==> src/rtl/xgmii_rx_deframer_if.sv <==
// xgmii_rx_deframer_if
//   Bundles the XGMII receive lanes and the rebuilt packet stream of the
//   xgmii_rx_deframer into one interface.
//   master : the deframer side. It takes in xgmii_rxd/xgmii_rxc and drives
//            pkt_rx_* and the packet/error counters.
//   slave  : the feeding/observing side. It drives the XGMII lanes and
//            receives the packet stream.
//   Signals:
//     xgmii_rxd   64     lane k = bits [8k+7:8k], lane 0 first on the wire
//     xgmii_rxc   8      bit k set: lane k carries a control character
//     pkt_rx_val  1      output word valid (one-cycle pulse per word)
//     pkt_rx_sop  1      first word of packet
//     pkt_rx_eop  1      last word of packet
//     pkt_rx_mod  3      valid bytes in the eop word, 0 = all 8
//     pkt_rx_data 64     lane 0 byte in [63:56], lane 7 byte in [7:0]
//     pkt_rx_err  1      packet errored, only together with eop
//     pkt_cnt     CNT_W  good packets, saturating
//     err_cnt     CNT_W  error events, saturating
interface xgmii_rx_deframer_if #(
  parameter int CNT_W = 16
) ();
  logic [63:0]      xgmii_rxd;
  logic [7:0]       xgmii_rxc;
  logic             pkt_rx_val;
  logic             pkt_rx_sop;
  logic             pkt_rx_eop;
  logic [2:0]       pkt_rx_mod;
  logic [63:0]      pkt_rx_data;
  logic             pkt_rx_err;
  logic [CNT_W-1:0] pkt_cnt;
  logic [CNT_W-1:0] err_cnt;

  modport master (
    input  xgmii_rxd, xgmii_rxc,
    output pkt_rx_val, pkt_rx_sop, pkt_rx_eop, pkt_rx_mod, pkt_rx_data, pkt_rx_err,
    output pkt_cnt, err_cnt
  );

  modport slave (
    output xgmii_rxd, xgmii_rxc,
    input  pkt_rx_val, pkt_rx_sop, pkt_rx_eop, pkt_rx_mod, pkt_rx_data, pkt_rx_err,
    input  pkt_cnt, err_cnt
  );
endinterface

==> src/rtl/xgmii_rx_deframer.sv <==
// xgmii_rx_deframer
//   Rebuilds a val/sop/eop/mod/data packet stream from a 64-bit XGMII receive
//   stream. Start/preamble/SFD and Terminate are stripped, framing problems are
//   flagged on the eop word, and saturating packet/error counters are kept.
//   There is no backpressure: every XGMII word is consumed on its clock edge.
//   Ports:
//     clk_156m25      single clock, all logic on the rising edge
//     reset_156m25_n  asynchronous active-low reset
//     bus             xgmii_rx_deframer_if.master (XGMII in, packet stream and
//                     counters out)
//   A one-word hold register gives lookahead so the last data word can be
//   tagged eop once the Terminate arrives. Fixed latency: a word sampled on
//   edge n is presented on pkt_rx_* after edge n+1.
module xgmii_rx_deframer #(
  parameter int CNT_W = 16
) (
  input  logic                clk_156m25,
  input  logic                reset_156m25_n,
  xgmii_rx_deframer_if.master bus
);

  localparam logic [1:0] ST_IDLE  = 2'd0;
  localparam logic [1:0] ST_DATA  = 2'd1;
  localparam logic [1:0] ST_FLUSH = 2'd2;

  localparam logic [7:0]  CH_IDLE    = 8'h07;
  localparam logic [7:0]  CH_START   = 8'hFB;
  localparam logic [7:0]  CH_TERM    = 8'hFD;
  localparam logic [63:0] START_WORD = 64'hD5555555555555FB;

  // Lane decode
  logic [7:0]  rx_lane [8];
  logic [63:0] rx_swapped;
  logic [7:0]  lane_idle;
  logic [7:0]  term_hit;
  logic [7:0]  trail_ok;

  for (genvar gi = 0; gi < 8; gi++) begin : g_lane
    // rxc pattern of a Terminate in lane gi, and the mask of lanes above it
    localparam logic [7:0] TERM_RXC = 8'(8'hFF << gi);
    localparam logic [7:0] UPPER    = 8'(8'hFE << gi);

    assign rx_lane[gi]               = bus.xgmii_rxd[8*gi +: 8];
    assign rx_swapped[63-8*gi -: 8]  = rx_lane[gi];
    assign lane_idle[gi]             = (rx_lane[gi] == CH_IDLE);
    assign term_hit[gi]              = (bus.xgmii_rxc == TERM_RXC) && (rx_lane[gi] == CH_TERM);
    assign trail_ok[gi]              = ((lane_idle & UPPER) == UPPER);
  end

  logic        is_data;
  logic        is_start_pat;
  logic        is_start_ok;
  logic        is_term;
  logic [2:0]  term_k;
  logic        term_clean;
  logic [63:0] term_partial;

  assign is_data      = (bus.xgmii_rxc == 8'h00);
  assign is_start_pat = (bus.xgmii_rxc == 8'h01) && (rx_lane[0] == CH_START);
  assign is_start_ok  = is_start_pat && (bus.xgmii_rxd == START_WORD);
  assign is_term      = |term_hit;

  // At most one term_hit bit can be set, since each lane has its own rxc pattern.
  always_comb begin
    term_k     = '0;
    term_clean = 1'b1;
    for (int i = 0; i < 8; i++) begin
      if (term_hit[i]) begin
        term_k     = 3'(i);
        term_clean = trail_ok[i];
      end
    end
  end

  // Keep only the term_k payload bytes ahead of the Terminate, already in output byte order
  assign term_partial = rx_swapped & ~(64'hFFFF_FFFF_FFFF_FFFF >> {term_k, 3'b000});

  // State
  logic [1:0]       state_q, state_d;
  logic [63:0]      hold_data_q, hold_data_d;
  logic             hold_vld_q, hold_vld_d;
  logic             hold_sop_q, hold_sop_d;
  logic             sop_pend_q, sop_pend_d;
  logic             err_acc_q, err_acc_d;
  logic [2:0]       flush_mod_q, flush_mod_d;

  logic             val_q, val_d;
  logic             sop_q, sop_d;
  logic             eop_q, eop_d;
  logic [2:0]       mod_q, mod_d;
  logic [63:0]      data_q, data_d;
  logic             err_q, err_d;
  logic [CNT_W-1:0] pkt_cnt_q, pkt_cnt_d;
  logic [CNT_W-1:0] err_cnt_q, err_cnt_d;

  logic             emit;
  logic             emit_eop;
  logic             emit_err;
  logic [2:0]       emit_mod;
  logic             extra_err;
  logic             idle_in;
  logic [1:0]       err_inc;
  logic             pkt_inc;

  function automatic logic [CNT_W-1:0] sat_add(input logic [CNT_W-1:0] a, input logic [1:0] inc);
    logic [CNT_W:0] s;
    s = {1'b0, a} + {{(CNT_W-1){1'b0}}, inc};
    return s[CNT_W] ? {CNT_W{1'b1}} : s[CNT_W-1:0];
  endfunction

  always_comb begin
    state_d     = state_q;
    hold_data_d = hold_data_q;
    hold_vld_d  = hold_vld_q;
    hold_sop_d  = hold_sop_q;
    sop_pend_d  = sop_pend_q;
    err_acc_d   = err_acc_q;
    flush_mod_d = flush_mod_q;
    emit        = 1'b0;
    emit_eop    = 1'b0;
    emit_err    = 1'b0;
    emit_mod    = '0;
    extra_err   = 1'b0;
    idle_in     = 1'b0;

    case (state_q)
      ST_DATA: begin
        if (is_term && (term_k == 3'd0)) begin
          // Terminate in lane 0: the held word is the last one. With nothing
          // held the packet had no payload at all.
          if (hold_vld_q) begin
            emit     = 1'b1;
            emit_eop = 1'b1;
            emit_err = err_acc_q | ~term_clean;
          end else begin
            extra_err = 1'b1;
          end
          hold_vld_d = 1'b0;
          err_acc_d  = 1'b0;
          state_d    = ST_IDLE;
        end else if (is_term) begin
          // Partial last word: push out the previous word, keep the tail for FLUSH
          emit        = hold_vld_q;
          hold_data_d = term_partial;
          hold_vld_d  = 1'b1;
          hold_sop_d  = sop_pend_q;
          sop_pend_d  = 1'b0;
          err_acc_d   = err_acc_q | ~term_clean;
          flush_mod_d = term_k;
          state_d     = ST_FLUSH;
        end else if (is_start_ok) begin
          // Start inside a packet: close the current one as errored and open a new one
          if (hold_vld_q) begin
            emit     = 1'b1;
            emit_eop = 1'b1;
            emit_err = 1'b1;
          end else begin
            extra_err = 1'b1;
          end
          hold_vld_d = 1'b0;
          sop_pend_d = 1'b1;
          err_acc_d  = 1'b0;
        end else begin
          // Data word, or stray control treated as data that poisons the packet
          emit        = hold_vld_q;
          hold_data_d = rx_swapped;
          hold_vld_d  = 1'b1;
          hold_sop_d  = sop_pend_q;
          sop_pend_d  = 1'b0;
          if (!is_data) begin
            err_acc_d = 1'b1;
          end
        end
      end
      ST_FLUSH: begin
        emit       = 1'b1;
        emit_eop   = 1'b1;
        emit_err   = err_acc_q;
        emit_mod   = flush_mod_q;
        hold_vld_d = 1'b0;
        err_acc_d  = 1'b0;
        state_d    = ST_IDLE;
        // This cycle's input still gets looked at, so back-to-back packets work
        idle_in    = 1'b1;
      end
      default: begin
        idle_in = 1'b1;
      end
    endcase

    if (idle_in) begin
      if (is_start_ok) begin
        state_d    = ST_DATA;
        sop_pend_d = 1'b1;
        hold_vld_d = 1'b0;
        err_acc_d  = 1'b0;
      end else if (is_start_pat) begin
        extra_err = 1'b1;
      end
    end
  end

  // Output word and counters
  always_comb begin
    val_d  = emit;
    sop_d  = sop_q;
    eop_d  = eop_q;
    mod_d  = mod_q;
    data_d = data_q;
    err_d  = err_q;
    if (emit) begin
      sop_d  = hold_sop_q;
      eop_d  = emit_eop;
      mod_d  = emit_eop ? emit_mod : 3'd0;
      err_d  = emit_eop & emit_err;
      data_d = hold_data_q;
    end
    // A FLUSH eop with error and a bad Start in the same cycle count as two events
    err_inc   = {1'b0, emit & emit_eop & emit_err} + {1'b0, extra_err};
    pkt_inc   = emit & emit_eop & ~emit_err;
    pkt_cnt_d = sat_add(pkt_cnt_q, {1'b0, pkt_inc});
    err_cnt_d = sat_add(err_cnt_q, err_inc);
  end

  always_ff @(posedge clk_156m25 or negedge reset_156m25_n) begin
    if (!reset_156m25_n) begin
      state_q     <= ST_IDLE;
      hold_data_q <= '0;
      hold_vld_q  <= 1'b0;
      hold_sop_q  <= 1'b0;
      sop_pend_q  <= 1'b0;
      err_acc_q   <= 1'b0;
      flush_mod_q <= '0;
      val_q       <= 1'b0;
      sop_q       <= 1'b0;
      eop_q       <= 1'b0;
      mod_q       <= '0;
      data_q      <= '0;
      err_q       <= 1'b0;
      pkt_cnt_q   <= '0;
      err_cnt_q   <= '0;
    end else begin
      state_q     <= state_d;
      hold_data_q <= hold_data_d;
      hold_vld_q  <= hold_vld_d;
      hold_sop_q  <= hold_sop_d;
      sop_pend_q  <= sop_pend_d;
      err_acc_q   <= err_acc_d;
      flush_mod_q <= flush_mod_d;
      val_q       <= val_d;
      sop_q       <= sop_d;
      eop_q       <= eop_d;
      mod_q       <= mod_d;
      data_q      <= data_d;
      err_q       <= err_d;
      pkt_cnt_q   <= pkt_cnt_d;
      err_cnt_q   <= err_cnt_d;
    end
  end

  assign bus.pkt_rx_val  = val_q;
  assign bus.pkt_rx_sop  = sop_q;
  assign bus.pkt_rx_eop  = eop_q;
  assign bus.pkt_rx_mod  = mod_q;
  assign bus.pkt_rx_data = data_q;
  assign bus.pkt_rx_err  = err_q;
  assign bus.pkt_cnt     = pkt_cnt_q;
  assign bus.err_cnt     = err_cnt_q;

endmodule
==> src/flat_wrapper.sv <==
// flat-port wrapper written by rule: the top's interface ports become plain ports
module xgmii_rx_deframer_flat 
#(
  parameter int CNT_W = 16
)
  (clk_156m25, reset_156m25_n, bus_xgmii_rxd, bus_xgmii_rxc, bus_pkt_rx_val, bus_pkt_rx_sop, bus_pkt_rx_eop, bus_pkt_rx_mod, bus_pkt_rx_data, bus_pkt_rx_err, bus_pkt_cnt, bus_err_cnt);
  xgmii_rx_deframer_if #(.CNT_W(CNT_W)) bus_i ();
  input  logic clk_156m25;
  input  logic reset_156m25_n;
  input wire logic [$bits(bus_i.xgmii_rxd)-1:0] bus_xgmii_rxd;
  input wire logic [$bits(bus_i.xgmii_rxc)-1:0] bus_xgmii_rxc;
  output wire logic [$bits(bus_i.pkt_rx_val)-1:0] bus_pkt_rx_val;
  output wire logic [$bits(bus_i.pkt_rx_sop)-1:0] bus_pkt_rx_sop;
  output wire logic [$bits(bus_i.pkt_rx_eop)-1:0] bus_pkt_rx_eop;
  output wire logic [$bits(bus_i.pkt_rx_mod)-1:0] bus_pkt_rx_mod;
  output wire logic [$bits(bus_i.pkt_rx_data)-1:0] bus_pkt_rx_data;
  output wire logic [$bits(bus_i.pkt_rx_err)-1:0] bus_pkt_rx_err;
  output wire logic [$bits(bus_i.pkt_cnt)-1:0] bus_pkt_cnt;
  output wire logic [$bits(bus_i.err_cnt)-1:0] bus_err_cnt;
  assign bus_i.xgmii_rxd = bus_xgmii_rxd;
  assign bus_i.xgmii_rxc = bus_xgmii_rxc;
  assign bus_pkt_rx_val = bus_i.pkt_rx_val;
  assign bus_pkt_rx_sop = bus_i.pkt_rx_sop;
  assign bus_pkt_rx_eop = bus_i.pkt_rx_eop;
  assign bus_pkt_rx_mod = bus_i.pkt_rx_mod;
  assign bus_pkt_rx_data = bus_i.pkt_rx_data;
  assign bus_pkt_rx_err = bus_i.pkt_rx_err;
  assign bus_pkt_cnt = bus_i.pkt_cnt;
  assign bus_err_cnt = bus_i.err_cnt;
  xgmii_rx_deframer #(.CNT_W(CNT_W)) u_core (.clk_156m25(clk_156m25), .reset_156m25_n(reset_156m25_n), .bus(bus_i));
endmodule
==> config.mk <==
export PLATFORM = sky130hd
export DESIGN_NAME = xgmii_rx_deframer_flat
export DESIGN_NICKNAME = d
export VERILOG_FILES = /design/src/rtl/xgmii_rx_deframer_if.sv /design/src/rtl/xgmii_rx_deframer.sv /design/src/flat_wrapper.sv
export SDC_FILE = /design/constraint.sdc
export NUM_CORES = 1
export LEC_CHECK = 0
export BUFFER_PORTS_ARGS = -buffer_cell sky130_fd_sc_hd__buf_2
export CORE_MARGIN = 5
export CORE_UTILIZATION = 32
export DETAILED_ROUTE_END_ITERATION = 8
export PLACE_DENSITY_LB_ADDON = 0.2
export SLEW_MARGIN = 20
export SYNTH_ARGS = -nofsm -noshare
export SYNTH_HDL_FRONTEND = slang
export SYNTH_SLANG_ARGS = --single-unit
==> constraint.sdc <==
create_clock -name clk_156m25 -period 6.6 [get_ports clk_156m25]
set_input_delay 0.66 -clock clk_156m25 [delete_from_list [all_inputs] [get_ports clk_156m25]]
set_output_delay 0.66 -clock clk_156m25 [all_outputs]
set_load 0.1 [all_outputs]
# Word-level counts from Yosys, hierarchy flattened
# Index checks and enable logic that the tools add are counted.
# totals
ff_bits	176
latch_bits	0
mem_bits_rw	0
mem_bits_ro	0
inputBits	74
mem_count	0
# classes
n_addsub	3
n_mul	0
n_div	0
magnitude_cmp	0
eq_ne	35
shift	1
n_mux	67
bitwise	10
n_reduce_logical	16
# op_table
op	count
8-bit equality test (second input constant)	17
64-bit 2-to-1 mux	2
64-bit AND	1
64-bit equality test (second input constant)	1
64-bit NOT	1
64-bit by 6-bit right shift with 64-bit output (first input constant)	1
8-bit by 3-bit equality test with 1-bit output (second input constant)	7
1-bit 2-to-1 mux	45
16-bit 2-to-1 mux	2
3-bit 2-to-1 mux	8
16-bit by 1-bit adder with 17-bit output	1
16-bit by 2-bit adder with 17-bit output	1
1-bit logical AND	11
1-bit case mux with 2 select lines	5
8-bit by 1-bit equality test with 1-bit output (second input constant)	1
8-bit zero test	1
2-bit 2-to-1 mux	4
8-bit OR reduction	1
7-bit equality test (second input constant)	1
6-bit equality test (second input constant)	1
3-bit AND reduction	2
5-bit equality test (second input constant)	1
1-bit AND	4
2-bit equality test (second input constant)	2
9 further kinds	11

# Longest topological paths before layout
# depth
ltp_word	19
mapped_depth	15
mapped_depth_nobuf	14

# Least setup slack after synthesis
# Ideal clock, no wire load.
# synth_path
kind	in2reg
from	input bus_xgmii_rxd[51]
to	register u_core.err_cnt_q[10] (netlist: u_core.bus.err_cnt[10])
setup_ps	83
arrival_time_ps	4342
required_time_ps	6517
setup_slack_ps	2175
stages	14
n_path_buf	1
cell_sequence	or4b_1 -> or4b_1 -> or4_4 -> o21ai_0 -> a22oi_1 -> nor2_1 -> fa_1 -> ha_1 -> and3_1 -> nand3_1 -> or2_2 -> or3_1 -> clkbuf_1 -> o21ai_0
# synth_between
elab_chain_cells	19
# synth_lines
element	line_no	source
start: declaration	flat_wrapper.sv:10	input wire logic [$bits(bus_i.xgmii_rxd)-1:0] bus_xgmii_rxd;
8-bit by 3-bit equality test with 1-bit output	xgmii_rx_deframer.sv:45	assign lane_idle[gi] = (rx_lane[gi] == CH_IDLE);
7-bit equality test	xgmii_rx_deframer.sv:47	assign trail_ok[gi] = ((lane_idle & UPPER) == UPPER);
1-bit 2-to-1 mux (8 in a row)	xgmii_rx_deframer.sv:68	if (term_hit[i]) begin
1-bit NOT	xgmii_rx_deframer.sv:134	emit_err = err_acc_q | ~term_clean;
1-bit bitwise OR	xgmii_rx_deframer.sv:134	
1-bit 2-to-1 mux	xgmii_rx_deframer.sv:131	if (hold_vld_q) begin
1-bit 2-to-1 mux	xgmii_rx_deframer.sv:128	if (is_term && (term_k == 3'd0)) begin
1-bit case mux with 2 select lines	xgmii_rx_deframer.sv:126	case (state_q)
1-bit AND	xgmii_rx_deframer.sv:219	err_inc = {1'b0, emit & emit_eop & emit_err} + {1'b0, extra_err};
1-bit by 1-bit adder with 2-bit output (*)	xgmii_rx_deframer.sv:219	
16-bit by 2-bit adder with 17-bit output (*)	xgmii_rx_deframer.sv:107	s = {1'b0, a} + {{(CNT_W-1){1'b0}}, inc};
16-bit 2-to-1 mux (*)	xgmii_rx_deframer.sv:108	return s[CNT_W] ? {CNT_W{1'b1}} : s[CNT_W-1:0];
net u_core.err_cnt_d[10]	xgmii_rx_deframer.sv:94	logic [CNT_W-1:0] err_cnt_q, err_cnt_d;
end signal: assignment	xgmii_rx_deframer.sv:257	err_cnt_q <= err_cnt_d;
end: declaration	xgmii_rx_deframer.sv:94	
# The timed path passes the listed nets; every way through them passes the cells marked *.
# A chain may end at the register's enable or synchronous reset.

# Worst setup path after layout
# layout_path
from	input bus_xgmii_rxd[51]
to	register u_core.err_cnt_q[5] (netlist: u_core.bus.err_cnt[5])
# Same word-level chain as after synthesis.

==> summary.md <==
| Metric | Value |
|---|---|
| Starting Density | `0.322` |
| Crit path kind | `input pin to register` |
| Worst path max stage delay | `610 ps` |
| Syn Nets | `856` |
| Setup violators final | `0` |
| PortBufs | `176` |
| Drt via density | `4.91` |
| Placed insts | `1,254` |
| Largest cells by area after synthesis | `dfrtp_1 (57%), nand2_1 (13%), a22o_1 (4.9%)` |
| TritonCTS clock tree | `done` |
| Crit start category | `input pin` |
| CP required | `6940 ps` |
| Distinct cells, synth | `54` |
| Final core occ | `0.395` |
| Fraction of registers with async set/reset | `1.00` |
| Mean post-synth cell area | `9.99 um2` |
| Via count | `6,311` |
| CP max FO | `13` |
| Layout area overhead | `22.8%` |
| Slew Viols, Final | `0` |
| Total clock buffers created by CTS | `17` |
| I/O pin total | `177` |
| Seq/Total Area, Yosys | `0.568` |
| Slack of the critical path | `2130 ps` |
| Worst-Skew Late Latency | `430 ps` |
| Longest Clk Path Bufs | `2` |
| Max-cap viol count | `0` |
| DRT iter0 DRCs | `461` |
| Final nets | `1,029` |
| GPL Wtd Cong | `0.835` |
| Clock transition at path regs | `80 ps` |
| Outcome | `finished clean` |
| RSZ-0062 raised after global routing | `false` |
| Post-synth top area share | `0.568` |
| Pleak | `5.05 nW` |
| Clk_skew | `22.0 ps` |
| Synthesis warning total | `0` |
| H-tree Lvls | `4` |
| Slew headroom | `0.365` |
| Worst-margin pin slew | `951 ps` |
| Die span in y | `166 um` |
| Syn Std Cell Area | `7750 um2` |
| DP Wirelength | `15,300 um` |
| Post_cts resized | `0` |
| Main flop type after synthesis | `dfrtp_1` |
| Tcrit/Tclk final | `0.677` |
| Share of layout cells above drive strength 1 | `0.247` |
| PwrDens | `229 nW/um2` |
| DRC | `0` |
| First-pass GRT wire length | `35,100 um` |
| ANT cells | `0` |
| # rows | `57` |
| Post-Layout Cell Count | `1,285` |
| Number of global-route vias before repair | `6,212` |
| CP max stage cell | `or4b_1` |
| Global route overflow | `0` |
| # hold bufs at CTS | `0` |
| Fin crit period | `4470 ps` |
| Cell family with most CP delay | `simple AND/OR/NAND/NOR gates` |
| Peak VDD IR | `0.147 mV` |
| Number of synthesized register bits | `176` |
| Largest net degree at the start of global routing | `110` |
| Clock sinks | `176` |
| Post-CTS Setup Inserts | `0` |
| Placement Setup Slack | `1690 ps` |
| Gate Count Post-Synth | `776` |
| DR WL/cell | `16.9 um` |
| Fmax | `224 MHz` |
| Routed Antenna Nets | `0` |
| Setup TNS Final | `0 ps` |
| CP arrival | `4810 ps` |
| Total track usage | `0.157` |
| Core area | `24,100 um2` |
| CP Buf/Inv Count | `1` |
| Setup crit end kind | `register` |
| Tightest Hold Check Type | `input pin to async pin` |
| Post-synth EDFFs | `0` |
| Final Hold Viols | `0` |
| Total power | `2.18 mW` |
| Initial antenna violation count | `0` |
| Drt pass-1 iters | `5` |
| Full die area | `27,400 um2` |
| DRT Wirelength | `21,700 um` |
| Yosys top cell by area | `dfrtp_1` |
| CP Cell Sequence | `buf_2 > or4b_1 > or4b_1 > or4_4 > o21ai_0 > a22oi_1 > nor2_1 > fa_1 > ha_1 > and3_1 > nand3_1 > or2_2 > or3_1 > o21ai_0` |
| Clock Tree Root | `clkbuf_16` |
| Die X | `166 um` |
state kept, by name, indices dropped and copies added (netlist names), 2 cells and up:
name and count:
u_core.hold_data_q 64, u_core.bus.pkt_cnt 16, u_core.flush_mod_q 3, u_core.bus.err_cnt 16, u_core.bus.pkt_rx_data 64, u_core.state_q 2, u_core.bus.pkt_rx_mod 3
logic make-up (layout without fill, tap and decap cells):
kind of cell / after synthesis / after routing / synth area share
xor+xnor: 16 / 16 / 0.0181
fa+ha+maj: 6 / 6 / 0.0107
flops: 176 / 176 / 0.568
mux: 14 / 14 / 0.0203
simple gates: 416 / 416 / 0.255
buf+inv: 37 / 222 / 0.0242
compound gates: 111 / 111 / 0.103
synthesized netlist by cell type, drive strengths merged (5+ instances only):
cell type / instances
dfrtp: 176
mux2: 14
nor3: 5
and4: 8
a21oi: 11
inv: 7
nor4b: 8
buf: 11
nand4: 19
nand2b: 6
o21a: 5
clkbuf: 19
nand3: 19
a22o: 43
ha: 5
or4: 6
nor2b: 5
or3: 8
o21ai: 32
and2: 5
nand2: 268
nor4bb: 5
nor2: 20
and4b: 8
xor2: 7
xnor2: 9
and3: 11
final timing paths:
path                                                          end                               start  depth (start not counted)  slack, ps
max                               u_core.bus.err_cnt[5]$_DFF_PN0_                   bus_xgmii_rxd[51]                         14       2130
max in group asynchronous  u_core.bus.pkt_rx_data[63]$_DFFE_PN0P_                      reset_156m25_n                          2       4810
min                        u_core.bus.pkt_rx_data[19]$_DFFE_PN0P_                      reset_156m25_n                          1        330
min in group clk_156m25    u_core.bus.pkt_rx_data[59]$_DFFE_PN0P_  u_core.hold_data_q[59]$_DFFE_PN0P_                          2        460
max reg2reg                       u_core.bus.err_cnt[5]$_DFF_PN0_         u_core.state_q[0]$_DFF_PN0_                         12       3200
min reg2reg                u_core.bus.pkt_rx_data[59]$_DFFE_PN0P_  u_core.hold_data_q[59]$_DFFE_PN0P_                          2        460
power by group:
part           internal, mW  switching (mW)
Combinational        0.0374          0.0566
Sequential             1.10          0.0104
Clock                 0.502           0.479
area by class of cell:
cell class	instances	area (um2)
clock buffer	17	425
clock inverter	14	145
fill	2506	14600
inverter	7	26.3
multi-input combinational	563	3160
sequential	176	4400
tap	324	405
timing repair buffer	184	950
per-layer routing:
layer / global-route usage / share of wire / wire (um) / up-vias
met1: 0.224 / 0.48 / 10400 / 3072
li1: - / - / - / 3066
met4: 0.0330 / 0.0088 / 190 / 0
met3: 0.0460 / 0.059 / 1280 / 14
met2: 0.240 / 0.45 / 9790 / 159
met5: 0 / 0 / 0 / -
stage by stage:
stage	hold WS, ps	area, um2
CTS	401	9510
floorplan	364	7750
global placement	444	8940
global route	404	9520
detailed placement	448	8940
finish	332	9520
placed cells by master, fill, tap and decap left out, types with 14 or more instances in the layout:
cell type,Yosys,final
dfrtp_1,176,176
mux2_2,14,14
a22o_1,43,43
nand2_1,268,268
clkbuf_16,0,17
o21ai_0,25,25
buf_2,0,175
nand4_1,19,19
nand3_1,19,19
nor2_1,19,19
worst register-to-register path: stages, from the launching register on:
cell	delay (ps)
dfrtp_1	390
inv_1	60
ha_1	410
nor2b_1	320
a22oi_1	160
nor2_1	180
fa_1	240
ha_1	190
and3_1	210
nand3_1	100
or2_2	330
or3_1	580
o21ai_0	160
Note: power is estimated with default switching activity, not from simulation.
